**src/rtl/conv_bias_relu_stage_if.sv**
```systemverilog
// Accumulator-in / activation-out stream plus the side port to the bias ROM.
interface conv_bias_relu_stage_if #(parameter int ACC_W = 24);
  logic                    acc_valid;
  logic                    acc_ready;
  logic signed [ACC_W-1:0] acc_data;
  logic                    acc_sop;
  logic [15:0]             bias_row;
  logic [15:0]             bias_col;
  logic signed [7:0]       bias_data;
  logic                    out_valid;
  logic                    out_ready;
  logic signed [7:0]       out_data;
  logic [5:0]              out_ch;
  logic                    out_last;
  logic                    sync_err;

  modport slave (
    input  acc_valid, acc_data, acc_sop, bias_data, out_ready,
    output acc_ready, bias_row, bias_col, out_valid, out_data, out_ch, out_last, sync_err
  );

  modport master (
    output acc_valid, acc_data, acc_sop, bias_data, out_ready,
    input  acc_ready, bias_row, bias_col, out_valid, out_data, out_ch, out_last, sync_err
  );
endinterface

```
**src/rtl/conv_bias_relu_stage.sv**
```systemverilog
// Two-stage post-conv stage: S1 adds per-channel bias, S2 rounds Q.14 -> Q1.7,
// saturates and optionally applies ReLU. One advance enable drives the whole pipe.
module conv_bias_relu_stage #(
  parameter int NUM_CH     = 64,
  parameter int ACC_W      = 24,
  parameter int FRAC_SHIFT = 7,
  parameter int RELU_EN    = 1
) (
  input  logic clk,
  input  logic rst_n,
  conv_bias_relu_stage_if.slave bus
);
  localparam int STAGES = 2;
  localparam int W1 = ACC_W + 1;
  localparam int W2 = ACC_W + 2;
  localparam logic [5:0] LAST_CH = 6'(NUM_CH - 1);
  localparam logic signed [W2-1:0] HALF  = W2'(2 ** (FRAC_SHIFT - 1));
  localparam logic signed [W2-1:0] R_MAX = W2'(127);
  localparam logic signed [W2-1:0] R_MIN = -(W2'(128));

  logic [STAGES:1]        vld_pipe;
  logic                   en, xfer;
  logic [5:0]             ch_cnt, eff_ch, s1_ch;
  logic                   s1_last;
  logic signed [W1-1:0]   sum, s1_sum;
  logic signed [W2-1:0]   rnd;
  logic signed [7:0]      act;
  logic signed [7:0]      out_data_q;
  logic [5:0]             out_ch_q;
  logic                   out_last_q, sync_err_q;

  assign en     = !vld_pipe[2] || bus.out_ready;
  assign xfer   = bus.acc_valid && en;
  // A sop beat always restarts at channel 0, even if the counter disagrees.
  assign eff_ch = bus.acc_sop ? 6'd0 : ch_cnt;

  assign bus.acc_ready = en;
  assign bus.bias_row  = {10'd0, eff_ch};
  assign bus.bias_col  = 16'd0;
  assign bus.out_valid = vld_pipe[2];
  assign bus.out_data  = out_data_q;
  assign bus.out_ch    = out_ch_q;
  assign bus.out_last  = out_last_q;
  assign bus.sync_err  = sync_err_q;

  // Bias is Q1.7; shifting by 7 aligns it to the Q.14 accumulator.
  assign sum = W1'(bus.acc_data) + W1'($signed({bus.bias_data, 7'd0}));

  always_comb begin
    rnd = (W2'(s1_sum) + HALF) >>> FRAC_SHIFT;
    act = rnd[7:0];
    if (rnd > R_MAX)      act = 8'sd127;
    else if (rnd < R_MIN) act = -8'sd128;
    if (RELU_EN != 0 && act < 0) act = 8'sd0;
  end

  always_ff @(posedge clk or negedge rst_n) begin
    if (!rst_n) begin
      vld_pipe   <= '0;
      ch_cnt     <= '0;
      s1_sum     <= '0;
      s1_ch      <= '0;
      s1_last    <= 1'b0;
      out_data_q <= '0;
      out_ch_q   <= '0;
      out_last_q <= 1'b0;
      sync_err_q <= 1'b0;
    end else begin
      if (xfer && bus.acc_sop && ch_cnt != 6'd0) sync_err_q <= 1'b1;
      if (en) begin
        vld_pipe <= {vld_pipe[1], xfer};
        if (xfer) begin
          s1_sum  <= sum;
          s1_ch   <= eff_ch;
          s1_last <= (eff_ch == LAST_CH);
          ch_cnt  <= (eff_ch == LAST_CH) ? 6'd0 : eff_ch + 6'd1;
        end
        out_data_q <= act;
        out_ch_q   <= s1_ch;
        out_last_q <= s1_last;
      end
    end
  end
endmodule

```
**src/flat_wrapper.sv**
```systemverilog
// flat-port wrapper written by rule: the top's interface ports become plain ports
module conv_bias_relu_stage_flat 
#(
  parameter int NUM_CH     = 64,
  parameter int ACC_W      = 24,
  parameter int FRAC_SHIFT = 7,
  parameter int RELU_EN    = 1
)
  (clk, rst_n, bus_acc_valid, bus_acc_data, bus_acc_sop, bus_bias_data, bus_out_ready, bus_acc_ready, bus_bias_row, bus_bias_col, bus_out_valid, bus_out_data, bus_out_ch, bus_out_last, bus_sync_err);
  conv_bias_relu_stage_if #(.ACC_W(ACC_W)) bus_i ();
  input  logic clk;
  input  logic rst_n;
  input wire logic [$bits(bus_i.acc_valid)-1:0] bus_acc_valid;
  input wire logic [$bits(bus_i.acc_data)-1:0] bus_acc_data;
  input wire logic [$bits(bus_i.acc_sop)-1:0] bus_acc_sop;
  input wire logic [$bits(bus_i.bias_data)-1:0] bus_bias_data;
  input wire logic [$bits(bus_i.out_ready)-1:0] bus_out_ready;
  output wire logic [$bits(bus_i.acc_ready)-1:0] bus_acc_ready;
  output wire logic [$bits(bus_i.bias_row)-1:0] bus_bias_row;
  output wire logic [$bits(bus_i.bias_col)-1:0] bus_bias_col;
  output wire logic [$bits(bus_i.out_valid)-1:0] bus_out_valid;
  output wire logic [$bits(bus_i.out_data)-1:0] bus_out_data;
  output wire logic [$bits(bus_i.out_ch)-1:0] bus_out_ch;
  output wire logic [$bits(bus_i.out_last)-1:0] bus_out_last;
  output wire logic [$bits(bus_i.sync_err)-1:0] bus_sync_err;
  assign bus_i.acc_valid = bus_acc_valid;
  assign bus_i.acc_data = bus_acc_data;
  assign bus_i.acc_sop = bus_acc_sop;
  assign bus_i.bias_data = bus_bias_data;
  assign bus_i.out_ready = bus_out_ready;
  assign bus_acc_ready = bus_i.acc_ready;
  assign bus_bias_row = bus_i.bias_row;
  assign bus_bias_col = bus_i.bias_col;
  assign bus_out_valid = bus_i.out_valid;
  assign bus_out_data = bus_i.out_data;
  assign bus_out_ch = bus_i.out_ch;
  assign bus_out_last = bus_i.out_last;
  assign bus_sync_err = bus_i.sync_err;
  conv_bias_relu_stage #(.NUM_CH(NUM_CH), .ACC_W(ACC_W), .FRAC_SHIFT(FRAC_SHIFT), .RELU_EN(RELU_EN)) u_core (.clk(clk), .rst_n(rst_n), .bus(bus_i));
endmodule
```
**config.mk**
```make
export PLATFORM = sky130hd
export DESIGN_NAME = conv_bias_relu_stage_flat
export DESIGN_NICKNAME = d
export VERILOG_FILES = /design/src/rtl/conv_bias_relu_stage_if.sv /design/src/rtl/conv_bias_relu_stage.sv /design/src/flat_wrapper.sv
export SDC_FILE = /design/constraint.sdc
export NUM_CORES = 1
export LEC_CHECK = 0
export CAP_MARGIN = 20
export CELL_PAD_IN_SITES_DETAIL_PLACEMENT = 2
export CELL_PAD_IN_SITES_GLOBAL_PLACEMENT = 2
export CORE_MARGIN = 2
export CORE_UTILIZATION = 32
export CTS_BUF_LIST = sky130_fd_sc_hd__clkbuf_4 sky130_fd_sc_hd__clkbuf_8 sky130_fd_sc_hd__clkbuf_16
export DETAILED_ROUTE_END_ITERATION = 12
export PLACE_DENSITY_LB_ADDON = 0.1
export SLEW_MARGIN = 5
export SYNTH_ARGS = -nofsm -noshare
export SYNTH_HDL_FRONTEND = slang
export SYNTH_SLANG_ARGS = --single-unit
export TNS_END_PERCENT = 5
```
**constraint.sdc**
```tcl
create_clock -name clk -period 4.1 [get_ports clk]
set_input_delay 0.82 -clock clk [delete_from_list [all_inputs] [get_ports clk]]
set_output_delay 0.82 -clock clk [all_outputs]
set_load 0.02 [all_outputs]
```
After elaboration in Yosys (flattened, before gate mapping)
Cells that the tools add are included.
Storage, ports and cells
  flip-flop bits (word level): 56
  bits in latches: 0
  bits in writable memories: 0
  memory bits (read-only): 0
  bits of input ports: 37
  output and inout bits: 50
  logic and storage cells: 28
  memories kept: 0
Operators by class
  add/sub/neg operators: 3
  multipliers: 0
  divide/modulo/power cells: 0
  magnitude comparators: 3
  eq/ne operators: 1
  shifts and indexed selects: 0
  mux-type cells: 5
  bitwise logic cells: 0
  reduce and logical (&&, ||, !) cells: 7
Operator list (count)
  $add 25x8->26 const B: 1
  $add 24x15->25: 1
  $mux 8: 3
  $gt 19x8->1 const B: 1
  $lt 19x8->1 const B: 1
  $mux 6: 2
  $lt 8x1->1 const B: 1
  $add 6x1->6 const B: 1
  $eq 6x6->1 const B: 1
  $reduce_bool 6->1: 1
  $logic_and 1x1->1: 3
  $reduce_and 2->1: 1
  $logic_not 1->1: 1
  $logic_or 1x1->1: 1

Logic depth before layout (Yosys ltp)
Gate-level depths: netlist of run 1.
  word-level depth: 6
  gate-level depth with buffers: 9
  gate-level depth less buffers: 9

Worst setup path after synthesis of run 1
No wires, ideal clock.
  kind: in2reg
  from: in bus_bias_data[0]
  to: reg u_core.s1_sum[23]
  setup time: 0.134 ns
  arrival time: 2.373 ns
  data required time: 3.966 ns
  slack: 1.593 ns
  cell stages on the path: 9
  buffers on the path: 0
  cell sequence: ha_1 inv_1 fa_1 nor2b_1 o2111a_1 o211ai_1 a41oi_1 o22a_1 o211ai_1
On the way
  word-level cells in the longest chain between the ends: 1
Ends and longest elaborated chain
  start: declaration: RTL line flat_wrapper.sv:16  | input wire logic [$bits(bus_i.bias_data)-1:0] bus_bias_data;
  $add 24x15->25: RTL line conv_bias_relu_stage.sv:47  | assign sum = W1'(bus.acc_data) + W1'($signed({bus.bias_data, 7'd0}));
  end signal: assignment: RTL line conv_bias_relu_stage.sv:73  | s1_sum <= sum;
  end: declaration: RTL line conv_bias_relu_stage.sv:25  | logic signed [W1-1:0] sum, s1_sum;
Every way passes these cells.
A chain may end at the register's enable or synchronous reset.

Final worst setup path of run 1
  from: in bus_acc_sop
  to: out bus_bias_row[0]
On the way
  word-level cells in the longest chain between the ends: 1
Ends and longest elaborated chain
  start: declaration: RTL line flat_wrapper.sv:15  | input wire logic [$bits(bus_i.acc_sop)-1:0] bus_acc_sop;
  $mux 6: RTL line conv_bias_relu_stage.sv:35  | assign eff_ch = bus.acc_sop ? 6'd0 : ch_cnt;
  end: declaration: RTL line flat_wrapper.sv:19  | output wire logic [$bits(bus_i.bias_row)-1:0] bus_bias_row;
Every way passes these cells.

==> impl.org, run 1 <==
** Cells and area
- Total Nets Final :: 487
- Most common library cell in the layout ignoring fill and taps :: clkdlybuf4s50_1
- Core utilization of the finished layout :: ~40%
- Commonest non-fill, non-tap cells in the layout :: 52 x clkdlybuf4s50_1, 49 x nand2_1, 49 x dfrtp_1, 27 x conb_1, 23 x nor2_1
- 0 antenna diodes ended up in the layout.
- Ratio of cells with drive above 1 in the final layout :: 9.05%
- Syn-to-layout area delta :: 20.6%

** Logic synthesis
- Unique masters post-synth :: 67
- Number of instances in the synthesized netlist :: ~380
- Area share of and/or/nand/nor cells after synthesis :: 21.4%
- Cell Area, Synth :: 3430 µm²
- Prevailing post-synth register cell :: dfrtp_1
- Synthesized area per cell :: between 9 and 10 µm²
- Share of synthesized flip-flops with an asynchronous set or reset :: 100%
- After synthesis, the largest family of logic cells by area is simple AND/OR/NAND/NOR gates.
- Register area share after synthesis :: a little over a third
- Count of flip-flops with a built-in enable after synthesis :: 0
- Counting flops and latches in the post-synthesis netlist gives 49.
- Number of warnings reported in the yosys synthesis log :: 0
- Adder-cell area share of the yosys netlist :: 7.52%
- The synthesized netlist devotes 18.7% of its cell area to compound gates.
- Multiplexer fraction of the synthesized cell area :: 4.20%
- The synthesized netlist devotes 3.83% of its cell area to XOR and XNOR gates.

** Worst setup path
- Max incr delay on CP :: 0.68 ns
- In this run the worst path has a maximum fanout of 10.
- Data on the critical path arrives at its endpoint at approximately 2.5 ns.
- Max stage delay cell, worst path :: clkdlybuf4s50_1
- STA classifies the critical path startpoint as an input pin.
- Data required time at the worst endpoint :: ~3.3 ns
- The endpoint identified for the worst register-to-register timing path is u_core.bus.out_data[3].
- R2R setup slack :: about 2.1 ns
- Worst r2r src :: u_core.s1_sum[8]
- The worst register-to-register path has a depth of 6.
- Type of element capturing the critical path :: primary output
- In this design, the critical path's most frequently occurring cell is clkdlybuf4s50_1.
- Critical Setup Path Class :: in -> out
- Cells along the critical path :: clkdlybuf4s50_1, nor2b_1, clkdlybuf4s50_1

** Floorplan
- Area of the core region :: ~10000 µm²
- Width of the chip :: 107 µm
- Effective utilization at floorplan :: 33.0%
- The floorplan step defined a die boundary enclosing 11500 µm².
- The initialized floorplan defines 37 standard-cell rows.
- The floorplan step set the die height to ~110 µm.
- I/O Pins :: 87

** Routing
- Total number of vias :: just under 3000
- DRT iter0 DRCs :: 93
- The first TritonRoute pass finished after 4 iterations.
- ANT nets after route :: 0
- For this run, design rule violations remaining after detail routing come to 0.
- After detailed routing, the average wire length per cell comes to 15.4 µm.
- The final layout contains routed wiring with a total length of 8720 µm.
- Via-to-Cell Ratio :: ~5.1

** Timing
- For this run, the top clock speed supported by timing is 303 MHz.
- Number of setup violations in the final report :: 0
- Share of the clock period used by the worst path after layout :: 80.4%
- Headroom to the max-slew limit came out at 47.9%.
- For the pin with the worst max-slew slack, the measured transition is 0.780 ns.
- Setup total negative slack on the finished layout was measured at 0 ns.
- Fin crit period :: between 3 and 4 ns
- Worst setup skew after layout :: between 0.006 and 0.007 ns
- Unrepaired setup endpoints after global routing :: false
- The number of hold violations in the final report came to 0.
- Final count of pins violating max slew :: 0

** Power
- The analysis attributes to cell leakage a power of 0.00177 µW.
- VDD IR max :: 0.000147 V
- Power density over the cells :: 362 nW/µm²
- The design draws 1490 µW.

** Clocking
- Worst-skew pair later-pin latency :: roughly 0.30 ns
- Number of sinks handled by clock tree synthesis :: 49
- Number of buffers inserted by hold repair at cts :: 0
- Clock slew at the register clock pins of the worst setup and hold paths :: roughly 0.10 ns
- CTS built an H-tree with a depth of 2.
- CTS max path bufs :: 2
- Root Driver :: clkbuf_8
- CTS Buf Count :: 5
- TritonCTS built the clock tree.
- Post-CTS setup buffers :: 0
- Quantity of gates resized following cts :: 0

** GRT
- Number of antenna violations at the first check in global routing :: 0
- Met1 global-route usage :: between 20% and 30%
- For this run, global-route usage on met2 was measured as 26.9%.
- The total overflow left after global routing is 0.
- Entering global routing, the biggest net connects 30 pins.
- For this run, global-route usage on met3 was measured as 1.82%.
- GRT Total Usage :: 15.4%
- The number of global-route vias before repair was 2916.
- Busiest metal layer after global routing :: met2
- The first global-routing pass estimated 14500 µm of wire.

** Worst hold path
- In this run the worst hold path is classified as in -> async.

** Job
- Across the run, the number of max-cap violations was 0.

** Placement
- Input/output buffers :: 53
- RD Place Congestion :: approximately 0.75
- Placed wire-length estimate :: 6980 µm

** Outcome
- Run status :: complete, no violations
==> worst max-delay path: cells and delay by family <==
family / cells / cell delay [ns]
buffers and inverters: 2 / 1.26
AND/OR/NAND/NOR: 1 / 0.39
==> cells in the mapped netlist (11+ instances only) <==
master | instances | area, µm²
buf_4 | 27 | 203
nand2_1 | 49 | 184
ha_1 | 19 | 238
inv_1 | 13 | 48.8
nor2_1 | 23 | 86.3
mux2_2 | 11 | 124
dfrtp_1 | 49 | 1230
o21ai_0 | 19 | 95.1
a21oi_1 | 18 | 90.1
nand3_1 | 12 | 60.1
==> metrics by stage <==
stage                     setup slack, ns  std cells  hold WS [ns]  area (µm²)
final                               0.805        567         0.469        4130
after global routing                0.659        567         0.484        4130
after CTS                           0.768        567         0.475        4130
after detailed placement            0.664        559         0.460        4040
after global placement              0.718        558         0.444        4020
after floorplan                      1.59        401         0.435        3520
==> kinds of logic (layout without fill, tap and decap cells) <==
kind of cell             Yosys count  in the layout
AO/OA/AOI/OAI                     91             91
XOR/XNOR                          15             15
adder cells (fa/ha/maj)           20             20
buffers and inverters             50             80
flip-flops                        49             49
multiplexers                      13             13
other                              1             27
AND/OR/NAND/NOR                  136            136
==> power by group <==
group | switching [µW] | leakage, µW | total (µW) | internal [µW]
clock | 176 | 0.0000452 | 301 | 125
combinational | 286 | 0.00111 | 526 | 239
sequential | 99.7 | 0.000615 | 667 | 567
==> per-layer routing <==
| metal | share of wire (%) | up-vias |
|---|---|---|
| li1 | - | 1412 |
| met1 | 48 | 1435 |
| met2 | 48 | 54 |
| met3 | 2.7 | 6 |
| met4 | 0.72 | 0 |
| met5 | 0 | - |
==> registers in the layout, indices dropped and copies added (netlist names) <==
register	cells
u_core.s1_sum	19
u_core.bus.out_data	7
u_core.bus.out_ch	6
u_core.ch_cnt	6
u_core.s1_ch	6
u_core.vld_pipe	2
u_core.bus.out_last	1
u_core.bus.sync_err	1
u_core.s1_last	1
==> area by class of cell <==
cell class	count	area [µm²]
Clock inverter	3	25.0
Sequential cell	49	1230
Tap cell	136	170
Inverter	13	48.8
Multi-Input combinational cell	302	2010
Timing Repair Buffer	59	583
Clock buffer	5	68.8
Fill cell	1181	6240
==> how the worst max path moves through the flow <==
stage                                 from           endpoint  slack [ns]  depth (start not counted)
final                          bus_acc_sop    bus_bias_row[0]        0.80                          3
after global routing           bus_acc_sop    bus_bias_row[0]        0.66                          3
after CTS                      bus_acc_sop    bus_bias_row[0]        0.77                          3
after detailed placement  bus_bias_data[7]  u_core.s1_sum[22]        0.66                          8
after global placement    bus_bias_data[7]  u_core.s1_sum[22]        0.72                          8
after floorplan           bus_bias_data[0]  u_core.s1_sum[23]        1.59                          9
Note: power is estimated with default switching activity, not from simulation.
==> run 2: changes to the inputs <==
--- a/config.mk
+++ b/config.mk
@@ -9,7 +9,7 @@
 export CELL_PAD_IN_SITES_DETAIL_PLACEMENT = 2
 export CELL_PAD_IN_SITES_GLOBAL_PLACEMENT = 2
 export CORE_MARGIN = 2
-export CORE_UTILIZATION = 32
+export CORE_UTILIZATION = 30
 export CTS_BUF_LIST = sky130_fd_sc_hd__clkbuf_4 sky130_fd_sc_hd__clkbuf_8 sky130_fd_sc_hd__clkbuf_16
 export DETAILED_ROUTE_END_ITERATION = 12
 export PLACE_DENSITY_LB_ADDON = 0.1
==> constraint.sdc (replaced) <==
create_clock -name clk -period 3.05 [get_ports clk]
set_input_delay 0.61 -clock clk [delete_from_list [all_inputs] [get_ports clk]]
set_output_delay 0.61 -clock clk [all_outputs]
set_load 0.02 [all_outputs]
==> run 2 against run 1 <==
Compared with the run above:
- die area grew 6.4%
- power grew 49%
- core utilization shrank 1.5 points
- via count grew 2.8%
- critical path type unchanged
- largest power group unchanged
==> impl.org, run 2 (synthesized netlist as in run 1, its figures left out) <==
** Worst setup path
- Type of element capturing the critical path :: primary output
- Critical path fanouts, max :: 10 (unchanged)
- Max incr delay on CP :: 0.67 ns (about the same)
- The required arrival time at the worst endpoint came to 2.44 ns (-0.84 ns).
- The signal on the critical path passes through clkdlybuf4s50_1, nor2b_1, clkdlybuf4s50_1.
- The worst path buffer plus inverter count came to 2 (unchanged).
- For this design, the slowest cell found on the critical path is clkdlybuf4s50_1.
- Startpoint types :: input pin
- By instance count, the cell type seen most on the critical path is clkdlybuf4s50_1.
- Critical Setup Path Class :: in -> out
- Cell family contributing the most delay on the critical path :: buffers and inverters
- Critical path data arrival time :: 2.23 ns (-0.25 ns)

** Clocking
- The CTS clock-pin slew for the worst setup and hold paths was 0.07 ns (-0.03 ns).
- The maximum count of clock buffers along a single path is 2 (unchanged).
- CTS H-Tree Depth :: 2 (unchanged)
- Root Driver :: clkbuf_16
- The number of clock sinks seen by CTS was 49 (unchanged).
- The clock buffer count from CTS came to 5 (unchanged).
- Worst-skew pair later-pin latency :: 0.29 ns (about the same)
- Post-CTS setup buffers :: 0 (unchanged)
- Number of buffers inserted by hold repair at cts :: 0 (unchanged)
- Quantity of gates resized following cts :: 0 (unchanged)
- TritonCTS built the clock tree.

** Cells and area
- The post-route cell area is 4320 µm² (+4.6%).
- Register with the most flip-flops :: u_core.s1_sum
- Syn-to-layout area delta :: 26.1%
- Antenna cells :: 0 (unchanged)
- Most common library cell in the layout ignoring fill and taps :: clkdlybuf4s50_1
- The count of nets after finishing came to 503 (+3.3%).
- The flip-flop count of the largest register after layout was 19 (unchanged).
- The proportion of layout cells with a drive suffix above 1 is 12.3% (+3.3 points).
- The number of fill cells in the layout came to 1262 (+6.9%).
- Leaving out fill and tap cells, the most frequent cells in the layout are 52 x clkdlybuf4s50_1, 49 x nand2_1, 49 x dfrtp_1, 27 x conb_1, 23 x nor2_1.

** Routing
- The total length of routed wires is 9310 µm (+6.8%).
- The number of remaining DRC errors was 0 (unchanged).
- Via-to-Cell Ratio :: 5.06 (-1.3%)
- DRT iter0 DRCs :: 128 (+38%)
- The final antenna-violating net count is 0 (unchanged).
- The routed length per instance is 15.8 µm (+2.6%).
- The via count is 2987 (+2.8%).
- The number of detailed-routing iterations run before antenna repair was 4 (unchanged).

** Placement
- Placed standard-cell area :: 4170 µm² (+3.2%)
- Input/output buffers :: 53 (unchanged)
- The total half-perimeter wirelength after legalization and detailed placement was 7430 µm (+6.6%).
- The last weighted congestion value of the routability-driven placer is 0.748 (-0.40%).

** Timing
- Count of final hold-check violations :: 0 (unchanged)
- The slew at the pin closest to its max-slew limit came to 0.540 ns (-0.240 ns).
- The setup TNS after final layout was 0 ns (unchanged).
- Max_slew headroom :: 63.9% (+16 points)
- Subtracting the final worst setup slack from the clock period gives 2.84 ns.
- Setup repair after global routing left no endpoint under its margin.
- Share of the clock period used by the worst path after layout :: roughly 93%
- Maximum clock frequency :: 353 MHz
- The final worst clock skew was 0.00544 ns (-0.00147 ns).
- The max-slew violation count was 0 (unchanged).
- Number of setup violations in the final report :: 0 (unchanged)

** Floorplan
- Floorplan die height :: 111 µm (+3.2%)
- I/O Pins :: 87 (unchanged)
- Effective utilization at floorplan :: 30.4% (-2.6 points)
- Area of the core region :: 11300 µm² (+8.7%)
- The site row count came to 39 (+5.4%).
- Width of the chip :: 111 µm (+3.2%)
- Die ar. :: 12300 µm² (+6.4%)

** Worst hold path
- Hold WC Path Type :: in -> async

** GRT
- The initial antenna violation count came to 0 (unchanged).
- The number of global-route vias before repair came to 3114 (+6.8%).
- Pin count of the biggest net entering global routing :: 33 (+10%)
- The overflow left after global routing is 0 (unchanged).
- The total global-route track usage came to 15.3% (-0.15 points).
- The first-pass GRT wire length came to 15600 µm (+7.7%).

** Power
- P_leak :: 0.00187 µW (+6.1%)
- Power density over the cells :: 514 nW/µm² (+42%)
- The worst vdd rail ir drop was 0.000222 V (+51%).

** Outcome
- The run finished with clean final reports.

** Job
- The max-cap check violation count was 0 (unchanged).
run 2: changes by cell type in the layout (fill, tap and decap cells not counted), sizes merged:
cell	before	now
clkinvlp	1	0
buf	7	23
clkinv	0	1
run 2: report_power, final:
part / leakage (µW) / switching (µW) / internal [µW]
Sequential: 0.000615 / 136 / 763
Combinational: 0.00118 / 396 / 344
Clock: 0.0000763 / 267 / 315
Total: 0.00187 / 798 / 1420
run 2: final cells by class:
cell class	count	area [µm²]	share of cell area [%]
multi-input combinational	302	2010	46.5
sequential	49	1230	28.4
timing repair buffer	75	703	16.3
tap	143	179	4.14
clock buffer	5	125	2.90
inverter	13	48.8	1.13
clock inverter	3	28.8	0.666
run 2: metrics by stage:
step | std cells | hold WS, ns | setup slack [ns] | power [µW] | utilization, %
after global placement | 582 | 0.446 | 0.0577 | 1630 | 37.0
after detailed placement | 582 | 0.458 | -0.0343 | 1660 | 37.0
after floorplan | 401 | 0.314 | 0.753 | 1370 | -
final | 590 | 0.250 | 0.214 | 2220 | 38.3
after global routing | 590 | 0.269 | 0.140 | 2370 | 38.3
after CTS | 590 | 0.268 | 0.208 | 2250 | 38.3
run 2: final timing paths:
kind	start	end	slack, ns	cells past startpoint
min in group clk	u_core.bus.sync_err	u_core.bus.sync_err	0.47	1
worst min-delay path	rst_n	u_core.bus.out_ch[5]	0.25	1
worst max register to register	u_core.s1_sum[6]	u_core.bus.out_data[6]	1.05	7
worst max-delay path	bus_acc_sop	bus_bias_row[4]	0.21	3
worst min register to register	u_core.bus.sync_err	u_core.bus.sync_err	0.47	1
max in group asynchronous	rst_n	u_core.s1_sum[23]	2.02	2
run 2: worst register-to-register path, cell delays in order (launching register included):
cell     delay [ns]
dfrtp_1        0.43
ha_1           0.32
nand3_1        0.13
nor2_2         0.17
nand3_1        0.11
a21oi_1        0.29
nand4_4        0.18
o221a_1        0.26
run 2: metal layers:
metal  routed length (µm)  up-vias  track usage [%]
met2                 4460       54             25.7
met3                  262        7             2.02
li1                     -     1448                -
met5                    0        -                0
met4                   98        0             3.75
met1                 4480     1478             20.9
